<file path="src/rtl/inst_fetch.sv">
// Instruction fetch stage: PC register, 2-entry fetch buffer and a
// FETCH/HALT controller that parks on a misaligned PC until redirected.
module inst_fetch #(
  parameter logic [31:0] RESET_PC = 32'h8000_0000,
  parameter logic [31:0] NOP_INST = 32'h0000_0013
) (
  input  logic        clk,
  input  logic        rst,
  output logic        mem_en,
  output logic [31:0] mem_addr,
  input  logic [31:0] mem_rdata,
  input  logic        redirect_valid,
  input  logic [31:0] redirect_pc,
  output logic        out_valid,
  input  logic        out_ready,
  output logic [31:0] out_pc,
  output logic [31:0] out_inst,
  output logic        out_misalign
);

  typedef enum logic {FETCH = 1'b0, HALT = 1'b1} state_e;

  state_e      state_q, state_d;
  logic [31:0] pc_q, pc_d;
  logic [1:0]  count_q, count_d;
  logic        rd_q, rd_d;
  logic [31:0] e_pc_q [2];
  logic [31:0] e_pc_d [2];
  logic [31:0] e_inst_q [2];
  logic [31:0] e_inst_d [2];
  logic        e_mis_q [2];
  logic        e_mis_d [2];

  logic can_push;
  logic mis_push;
  logic push;
  logic pop;
  logic wr;

  // Fetch/push/pop qualifiers; fullness uses start-of-cycle count
  always_comb begin
    can_push = (state_q == FETCH) && (count_q != 2'd2)
             && !redirect_valid && !rst;
    mem_en   = can_push && (pc_q[1:0] == 2'b00);
    mis_push = can_push && (pc_q[1:0] != 2'b00);
    push     = mem_en || mis_push;
    out_valid = (count_q != 2'd0) && !redirect_valid && !rst;
    pop      = out_valid && out_ready;
    wr       = rd_q ^ count_q[0];
    mem_addr = pc_q;
  end

  // Head entry presentation, zero when the buffer is empty
  always_comb begin
    out_pc       = '0;
    out_inst     = '0;
    out_misalign = 1'b0;
    if (count_q != 2'd0) begin
      out_pc       = e_pc_q[rd_q];
      out_inst     = e_inst_q[rd_q];
      out_misalign = e_mis_q[rd_q];
    end
  end

  // FSM next state: redirect reopens fetch, misaligned PC parks
  always_comb begin
    state_d = state_q;
    if (redirect_valid) state_d = FETCH;
    else if (mis_push)  state_d = HALT;
  end

  // PC, occupancy, pointer and buffer contents
  always_comb begin
    pc_d     = pc_q;
    count_d  = count_q;
    rd_d     = rd_q;
    e_pc_d   = e_pc_q;
    e_inst_d = e_inst_q;
    e_mis_d  = e_mis_q;
    if (redirect_valid) begin
      pc_d    = redirect_pc;
      count_d = 2'd0;
      rd_d    = 1'b0;
    end else begin
      if (mem_en) pc_d = pc_q + 32'd4;
      if (push) begin
        e_pc_d[wr]   = pc_q;
        e_inst_d[wr] = mem_en ? mem_rdata : NOP_INST;
        e_mis_d[wr]  = mis_push;
      end
      if (pop) rd_d = ~rd_q;
      case ({push, pop})
        2'b10:   count_d = count_q + 2'd1;
        2'b01:   count_d = count_q - 2'd1;
        default: count_d = count_q;
      endcase
    end
  end

  // State register with synchronous reset
  always_ff @(posedge clk) begin
    if (rst) begin
      state_q <= FETCH;
      pc_q    <= RESET_PC;
      count_q <= 2'd0;
      rd_q    <= 1'b0;
      for (int i = 0; i < 2; i++) begin
        e_pc_q[i]   <= '0;
        e_inst_q[i] <= '0;
        e_mis_q[i]  <= 1'b0;
      end
    end else begin
      state_q  <= state_d;
      pc_q     <= pc_d;
      count_q  <= count_d;
      rd_q     <= rd_d;
      e_pc_q   <= e_pc_d;
      e_inst_q <= e_inst_d;
      e_mis_q  <= e_mis_d;
    end
  end

endmodule
</file>
<file path="config.mk">
export PLATFORM = sky130hd
export DESIGN_NAME = inst_fetch
export DESIGN_NICKNAME = d
export VERILOG_FILES = /design/src/rtl/inst_fetch.sv
export SDC_FILE = /design/constraint.sdc
export NUM_CORES = 1
export LEC_CHECK = 0
export BUFFER_PORTS_ARGS = -buffer_cell sky130_fd_sc_hd__buf_2
export CORE_MARGIN = 8
export CORE_UTILIZATION = 45
export CTS_CLUSTER_SIZE = 10
export DETAILED_ROUTE_END_ITERATION = 10
export GPL_TIMING_DRIVEN = 1
export PLACE_DENSITY = 0.77
export SKIP_LAST_GASP = 1
export SLEW_MARGIN = 10
export SYNTH_ARGS = -nofsm -noshare
export SYNTH_HDL_FRONTEND = slang
export SYNTH_SLANG_ARGS = --single-unit
</file>
<file path="constraint.sdc">
create_clock -name clk -period 3 [get_ports clk]
set_clock_uncertainty 0.1 [all_clocks]
set_input_delay 0.6 -clock clk [delete_from_list [all_inputs] [get_ports clk]]
set_output_delay 0.6 -clock clk [all_outputs]
set_load 0.01 [all_outputs]
</file>
## Word-level counts from Yosys, hierarchy flattened

Index checks and enable logic that the tools add are counted.

- Register bits: 166
- Latch bits: 0
- RAM bits: 0
- Bits in read-only memories: 0
- Output and inout port bits: 99
- Memories: 0

- Add/subtract/negate cells: 3
- Multiply operators: 0
- Div/mod/pow operators: 0
- $lt $le $gt $ge: 3
- Equal/unequal tests: 3
- Shift-type cells: 0
- Muxes and demuxes: 23
- Bitwise logic cells: 6
- Reduce and logical (&&, ||, !) cells: 19

Operators by type and width:

| cell | count |
|---|---|
| two-way mux 32 bit | 12 |
| bitwise mux 64 bit | 2 |
| adder 32 x 3 -> 32 bit (second input constant) | 1 |
| demux 32 bit (select 1 bit) | 1 |
| logical AND 1 bit | 9 |
| nonzero test 2 bit | 4 |
| two-way mux 1 bit | 5 |
| greater-or-equal comparator 2 bit (second input constant) | 2 |
| inverter 1 -> 2 bit | 2 |
| one-hot mux 2 bit (2 select lines) | 1 |
| inverter 1 bit | 3 |
| adder 2 x 1 -> 2 bit (second input constant) | 1 |
| bitwise mux 2 bit | 1 |
| == test 2 x 1 -> 1 bit (second input constant) | 1 |
| == test 2 bit (second input constant) | 1 |
| logical NOT 1 bit | 2 |
| logical NOT 2 bit | 1 |
| less-than comparator 2 x 1 -> 1 bit (second input constant) | 1 |
| inequality test 2 bit (second input constant) | 1 |
| AND reduction 2 bit | 1 |
| OR reduction 2 bit | 1 |
| subtractor 2 x 1 -> 2 bit (second input constant) | 1 |
| demux 1 bit (select 1 bit) | 1 |
| logical OR 1 bit | 1 |
| XOR 1 bit | 1 |

## Logic depth before layout (Yosys ltp)

Gate-level depths: netlist of run 1.

- Word-level depth: 8
- Depth in mapped cells: 9

## Least setup slack after synthesis of run 1

OpenSTA, ideal clock, no wires.

- Kind: input to register
- Start point: in redirect_valid
- End point: reg count_q[1]
- Library setup time: 0.070 ns
- Arrival: 2.049 ns
- Required time: 2.830 ns
- Setup slack: 0.781 ns
- Stages on the path: 7
- Cells stage by stage: or2_1 clkbuf_1 nor3_2 inv_2 ha_1 or3_1 a21oi_1

- Longest elaborated chain between the ends: 7
- Elaborated cells between the ends (all ways): 14
- Classes of those cells: 2 x eq/ne; 1 x mux; 11 x reduce/logical

RTL lines:

| element | line | text |
|---|---|---|
| start: declaration | 12 | `input logic redirect_valid,` |
| logical NOT 1 bit | 43, 47 |  |
| logical AND 1 bit (2 in a row) | 43 | `&& !redirect_valid && !rst;` |
| logical AND 1 bit (on tied branches) | 44, 45 |  |
| logical OR 1 bit | 46 | `push = mem_en \|\| mis_push;` |
| == test 2 x 1 -> 1 bit or == test 2 bit (tied branches) | 92 | `case ({push, pop})` |
| one-hot mux 2 bit (2 select lines) or nonzero test 2 bit (tied branches) | n/a |  |
| end signal: assignment | 115 | `count_q <= count_d;` |
| end: declaration | 25 | `logic [1:0] count_q, count_d;` |

Several ways; a longest one is shown, not always the timed one.
A chain may end at the register's enable or synchronous reset.

## Worst setup path after layout of run 1

- Start point: reg rd_q
- End point: out out_inst[22]

- Longest elaborated chain between the ends: 5

RTL lines:

| element | line | text |
|---|---|---|
| start: declaration | 26 | `logic rd_q, rd_d;` |
| start signal: assignment | 116 | `rd_q <= rd_d;` |
| inverter 1 -> 2 bit (implied by the code) | 60 | `out_inst = e_inst_q[rd_q];` |
| two-way mux 32 bit (implied by the code) (3 in a row) | 60 |  |
| two-way mux 32 bit | 58 | `if (count_q != 2'd0) begin` |
| end: declaration | 17 | `output logic [31:0] out_inst,` |

No other way between the ends. The select of a mux whose other input is x is not followed.

==> summary.md, run 1 <==
| Metric | Value |
|---|---|
| Worst Setup SP | `rd_q` |
| Clock Latency Late Sink | `0.43 ns` |
| Seq/Total Area, Yosys | `43.8%` |
| EDFF count, synth | `0` |
| WHS Path Cells | `3` |
| Largest stage delay, worst path | `0.73 ns` |
| Reg2Reg Depth | `6` |
| Area Overhead vs Synth | `21.2%` |
| Synth top area share | `43.8%` |
| H-Tree Depth | `4` |
| Final hold vios | `0` |
| FF+latch count, synth | `166` |
| Peak VDD IR | `0.516 mV` |
| Syn avg cell area | `7.77 um^2` |
| Ports | `167` |
| Initial antenna violation count | `2` |
| Most common cell after layout, fill and taps aside | `nand2_1` |
| Die Span X | `146 um` |
| Clock root buffer | `clkbuf_16` |
| Drt first pass iters | `5` |
| Resize count post-CTS | `0` |
| HP Start | `redirect_pc[0]` |
| Min-Delay Endpoint | `mem_addr[0]` |
| Max clock buf depth | `2` |
| WP buf/inv | `2` |
| Post-Syn Area | `7590 um^2` |
| CTS tree | `yes` |
| TritonCTS Buffers | `17` |
| Initial cell density of the core | `45.9%` |
| HP Class | `in2reg` |
| Startpoint types | `flip-flop` |
| HPWL after detailed placement | `14600 um` |
| Postcts setup bufs | `0` |
| Dominant cells by area after synthesis | `dfxtp_1 (44%), nand2_1 (9.8%), a21oi_1 (9.1%), mux2i_1 (8.8%), nor2_1 (5.2%)` |
| Gpl congestion | `0.770` |
| Critical path type | `reg2out` |
| RSZ-0062 raised after global routing | `false` |
| Hold_buf cts | `0` |
| Row count | `47` |
| Crit Reg-Reg Endpoint | `mem_addr[30]` |
| Critical Path AT | `1.92 ns` |
| Critical path, cell by cell | `buf_4 > mux2i_1 > nor2_1 > buf_2` |
| Final worst path period need | `2.62 ns` |
| Core Footprint | `16500 um^2` |
| Largest net degree at the start of global routing | `104` |
| Worst reg2reg setup slack | `0.52 ns` |
| Remaining DRCs | `0` |
| I/O Buffers | `166` |
| Peak Freq | `382 MHz` |
| Fraction of layout cells with a size suffix above 1 | `21.0%` |
| Synth Flop Type | `dfxtp_1` |
| Max-slew violation count | `0` |
| GRT Total Usage | `20.1%` |
| Ys async rst share | `0%` |
| Nets | `1171` |
| Iteration-0 DRC Markers | `597` |
| Run status | `complete, no violations` |
| Unique masters post-synth | `49` |
| First-pass GRT wire length | `35600 um` |
| Detail Route Antenna Nets | `0` |
| Remaining Overflow, GRT | `0` |
| Final setup fails | `0` |
| CP endpoint kind | `output pin` |
| Worst Path Required | `2.30 ns` |
| Total wire length | `22200 um` |
| Worst Path Max Fanout | `30` |
| Post-Syn Nets | `1047` |
| Routed len/inst | `16.6 um` |
| Die H | `146 um` |
| Crit-path slowest cell | `dfxtp_4` |
| Slew HR | `28.4%` |
| Ys Warns | `0` |
| Vias in the first global route | `6908` |
| Via density | `5.47` |
| Clock transition at path regs | `0.06 ns` |
| P_leak | `3.32 nW` |
| Maxcap violations | `0` |
| Die Footprint | `21300 um^2` |
| Hold Slack | `0.318 ns` |
| Tot Pwr | `5.12 mW` |
| Finished Core Util | `55.7%` |
| Period utilization | `87.2%` |
| Worst-Margin Slew | `1.07 ns` |
| Most frequent cells in the layout | `nand2_1 (197), dfxtp_1 (165), buf_2 (165), a21oi_1 (138), nor2_1 (104)` |
| Number of fill cells | `1508` |
| RR Startpoint | `mem_addr[2]` |
| Routed via count | `7303` |
| Sink Count | `166` |
| Pwr Density | `557 nW/um^2` |
| Synth Instances | `977` |
| CP delay by family, top | `flip-flops` |
| Fin Setup TNS | `0 ns` |
| Cell taking the most area after synthesis | `dfxtp_1` |
layout make-up:
| cell class | count | area, um^2 | share of cell area [%] |
|---|---|---|---|
| multi-input cells | 721 | 3900 | 42.4 |
| flip-flops and latches | 166 | 3330 | 36.2 |
| repair buffers | 188 | 1050 | 11.4 |
| clock buffers | 19 | 453 | 4.93 |
| well taps | 220 | 275 | 2.99 |
| clock inverters | 13 | 168 | 1.82 |
| inverters | 7 | 26.3 | 0.286 |
| diodes | 1 | 2.50 | 0.0272 |
cells in the mapped netlist, types with 2 or more instances:
cell type and count:
a211oi_1 15, a21oi_1 138, a22oi_1 4, a31oi_1 10, and2_1 10, and3_1 5, and4_1 6, buf_1 5
buf_2 19, buf_4 2, buf_6 2, clkbuf_1 52, clkbuf_2 3, dfxtp_1 166, ha_1 2, inv_1 5
mux2_2 2, mux2i_1 67, nand2_1 199, nand2b_1 2, nand3_1 70, nand4_1 15, nor2_1 105, nor2_4 2
nor3_1 10, o21ai_0 8, o22ai_1 9, or3_1 2, or4_1 2, xnor2_1 8, xor2_1 14
per-layer routing:
layer	part of all wire [%]	global-route usage, %
met2	49	33.5
met5	0.045	0
met1	42	24.6
met3	6.4	4.70
met4	2.4	7.91
worst max-delay path by stage:
stage	end	depth (start not counted)
floorplan	count_q[1]	7
global placement	e_inst_q[4]	8
detailed placement	e_mis_q[0]	8
CTS	out_pc[21]	4
global route	out_inst[24]	4
finish	out_inst[22]	4
report_power, final:
part / switching [mW] / internal [mW] / total, mW
clock network: 0.936 / 1.36 / 2.30
logic: 0.290 / 0.169 / 0.459
registers: 0.0894 / 2.27 / 2.36
cells by family after synthesis:
logic type / share of synthesized area (%)
AO/OA/AOI/OAI: 13.8
AND/OR/NAND/NOR: 25.3
XOR/XNOR: 2.54
adder cells (fa/ha/maj): 0.330
flip-flops: 43.8
buffers and inverters: 5.11
multiplexers: 9.13
flip-flops by register name, indices dropped and copies added, names as in the netlist:
signal / flops
e_pc_q: 64
e_mis_q: 2
rd_q: 1
e_inst_q: 64
mem_addr: 32
state_q: 1
count_q: 2
worst reg2reg max path: cells and delay by family (launching register included):
family	cells	cell delay, ns
AO/OA/AOI/OAI	1	0.09
AND/OR/NAND/NOR	3	0.96
flip-flops	1	0.55
multiplexers	1	0.37
adder cells (fa/ha/maj)	1	0.32
stage by stage:
step | instance area (um^2) | setup slack [ns] | std cells
floorplan | 7590 | 0.781 | 977
global placement | 8570 | 0.483 | 1302
detailed placement | 8570 | 0.402 | 1302
CTS | 9190 | 0.368 | 1334
global route | 9200 | 0.272 | 1335
finish | 9200 | 0.384 | 1335
Power figures use the tool's default switching activity.
==> run 2, diff against run 1 <==
- CORE_MARGIN: 8 -> 2
==> run 2 against run 1 <==
  * Final cell count is 0.30% higher
  * Setup slack worse by 0.021 ns
  * Highest routed layer is now met4
  * Routed wire length is 5.2% lower
  * Utilization is 0.17 points higher
  * Via count hardly changed
  * Combinational power hardly changed
  * Clock-buffer cell count is 2 lower
==> summary.md, run 2 (synthesis results as in run 1) <==
| Metric | Value |
|---|---|
| Pwr Density | `553 nW/um^2` |
| Worst Path Max Fanout | `22` |
| Most frequent cells in the layout | `nand2_1 (197), dfxtp_1 (165), buf_2 (165), a21oi_1 (138), nor2_1 (104)` |
| Final hold vios | `0` |
| Clock Latency Late Sink | `0.43 ns` |
| Nets | `1175` |
| Routed len/inst | `15.7 um` |
| Remaining Overflow, GRT | `0` |
| Peak VDD IR | `0.406 mV` |
| Initial cell density of the core | `45.9%` |
| Area Overhead vs Synth | `21.5%` |
| Postcts setup bufs | `0` |
| Critical Path AT | `1.94 ns` |
| H-Tree Depth | `4` |
| Worst reg2reg setup slack | `0.62 ns` |
| Period utilization | `87.9%` |
| Peak Freq | `379 MHz` |
| I/O Buffers | `166` |
| CP endpoint kind | `output pin` |
| Finished Core Util | `55.8%` |
| TritonCTS Buffers | `17` |
| HP Class | `in2reg` |
| Clock root buffer | `clkbuf_16` |
| Non-filler instance count after layout | `1339` |
| Hold_buf cts | `0` |
| First-pass GRT wire length | `34600 um` |
| Largest net degree at the start of global routing | `70` |
| Clock transition at path regs | `0.07 ns` |
| Resize count post-CTS | `0` |
| Startpoint types | `flip-flop` |
| P_leak | `3.34 nW` |
| Fin Setup TNS | `0 ns` |
| Routed via count | `7304` |
| Slew HR | `48.0%` |
| Max clock buf depth | `2` |
| Worst-Margin Slew | `0.777 ns` |
| Die H | `134 um` |
| Run status | `complete, no violations` |
| Final setup fails | `0` |
| Row count | `47` |
| Hold Slack | `0.316 ns` |
| Most common cell after layout, fill and taps aside | `nand2_1` |
| Via density | `5.45` |
| Critical path type | `reg2out` |
| Initial antenna violation count | `1` |
| Die Span X | `134 um` |
| Final worst path period need | `2.64 ns` |
| Total wire length | `21000 um` |
| Vias in the first global route | `6897` |
| Fraction of layout cells with a size suffix above 1 | `21.3%` |
| Worst Path Required | `2.30 ns` |
| RSZ-0062 raised after global routing | `false` |
| Ports | `167` |
| Die Footprint | `17900 um^2` |
| Core Footprint | `16500 um^2` |
| GRT Total Usage | `23.8%` |
| Remaining DRCs | `0` |
| Sink Count | `166` |
| Max-slew violation count | `0` |
| CTS tree | `yes` |
| Drt first pass iters | `5` |
| HPWL after detailed placement | `14000 um` |
| Dpl cells | `1306` |
| Maxcap violations | `0` |
| Detail Route Antenna Nets | `0` |
| Iteration-0 DRC Markers | `533` |
| Gpl congestion | `0.816` |
run 2: changes by cell type in the layout (fill, tap and decap cells not counted), sizes merged:
cell | before | now
buf | 188 | 192
clkbuf | 19 | 17
inv | 10 | 11
clkinv | 5 | 6
run 2: worst max-delay path, stage by stage, from the launching register on:
cell and delay, ns:
dfxtp_4 0.63, buf_4 0.33, mux2i_1 0.32, nor2_1 0.07, buf_2 0.14
run 2: worst paths after layout:
check        depth (start not counted)            start           end
max                                  4             rd_q     out_pc[9]
min                                  3  redirect_pc[10]  mem_addr[10]
max reg2reg                          6      mem_addr[2]  mem_addr[20]
min reg2reg                          2       e_pc_q[37]    e_pc_q[37]
run 2: metal layers:
layer	global-route usage, %	vias to the layer above	share of wire (%)
met4	10.6	0	2.5
met2	38.5	247	48
li1	-	3593	-
met5	0	-	0
met3	3.82	40	6.1
met1	31.6	3424	43
run 2: layout make-up:
type                    count  area [um^2]
well taps                 220          275
clock buffers              17          425
multi-input cells         721         3900
inverters                   7         26.3
fillers                  1530         7300
flip-flops and latches    166         3330
diodes                      1         2.50
clock inverters            15          193
repair buffers            192         1080
run 2: power by group:
part | switching [mW] | internal [mW]
clock network | 0.951 | 1.33
logic | 0.289 | 0.172
registers | 0.0851 | 2.27
run 2: per-stage QoR:
step	cell area, um^2	power [mW]	setup WS, ns
6_report	9220	5.10	0.363
5_1_grt	9220	5.28	0.271
4_1_cts	9220	5.13	0.366
3_5_place_dp	8600	2.87	0.393
3_3_place_gp	8600	2.86	0.474
2_1_floorplan	7590	2.68	0.781
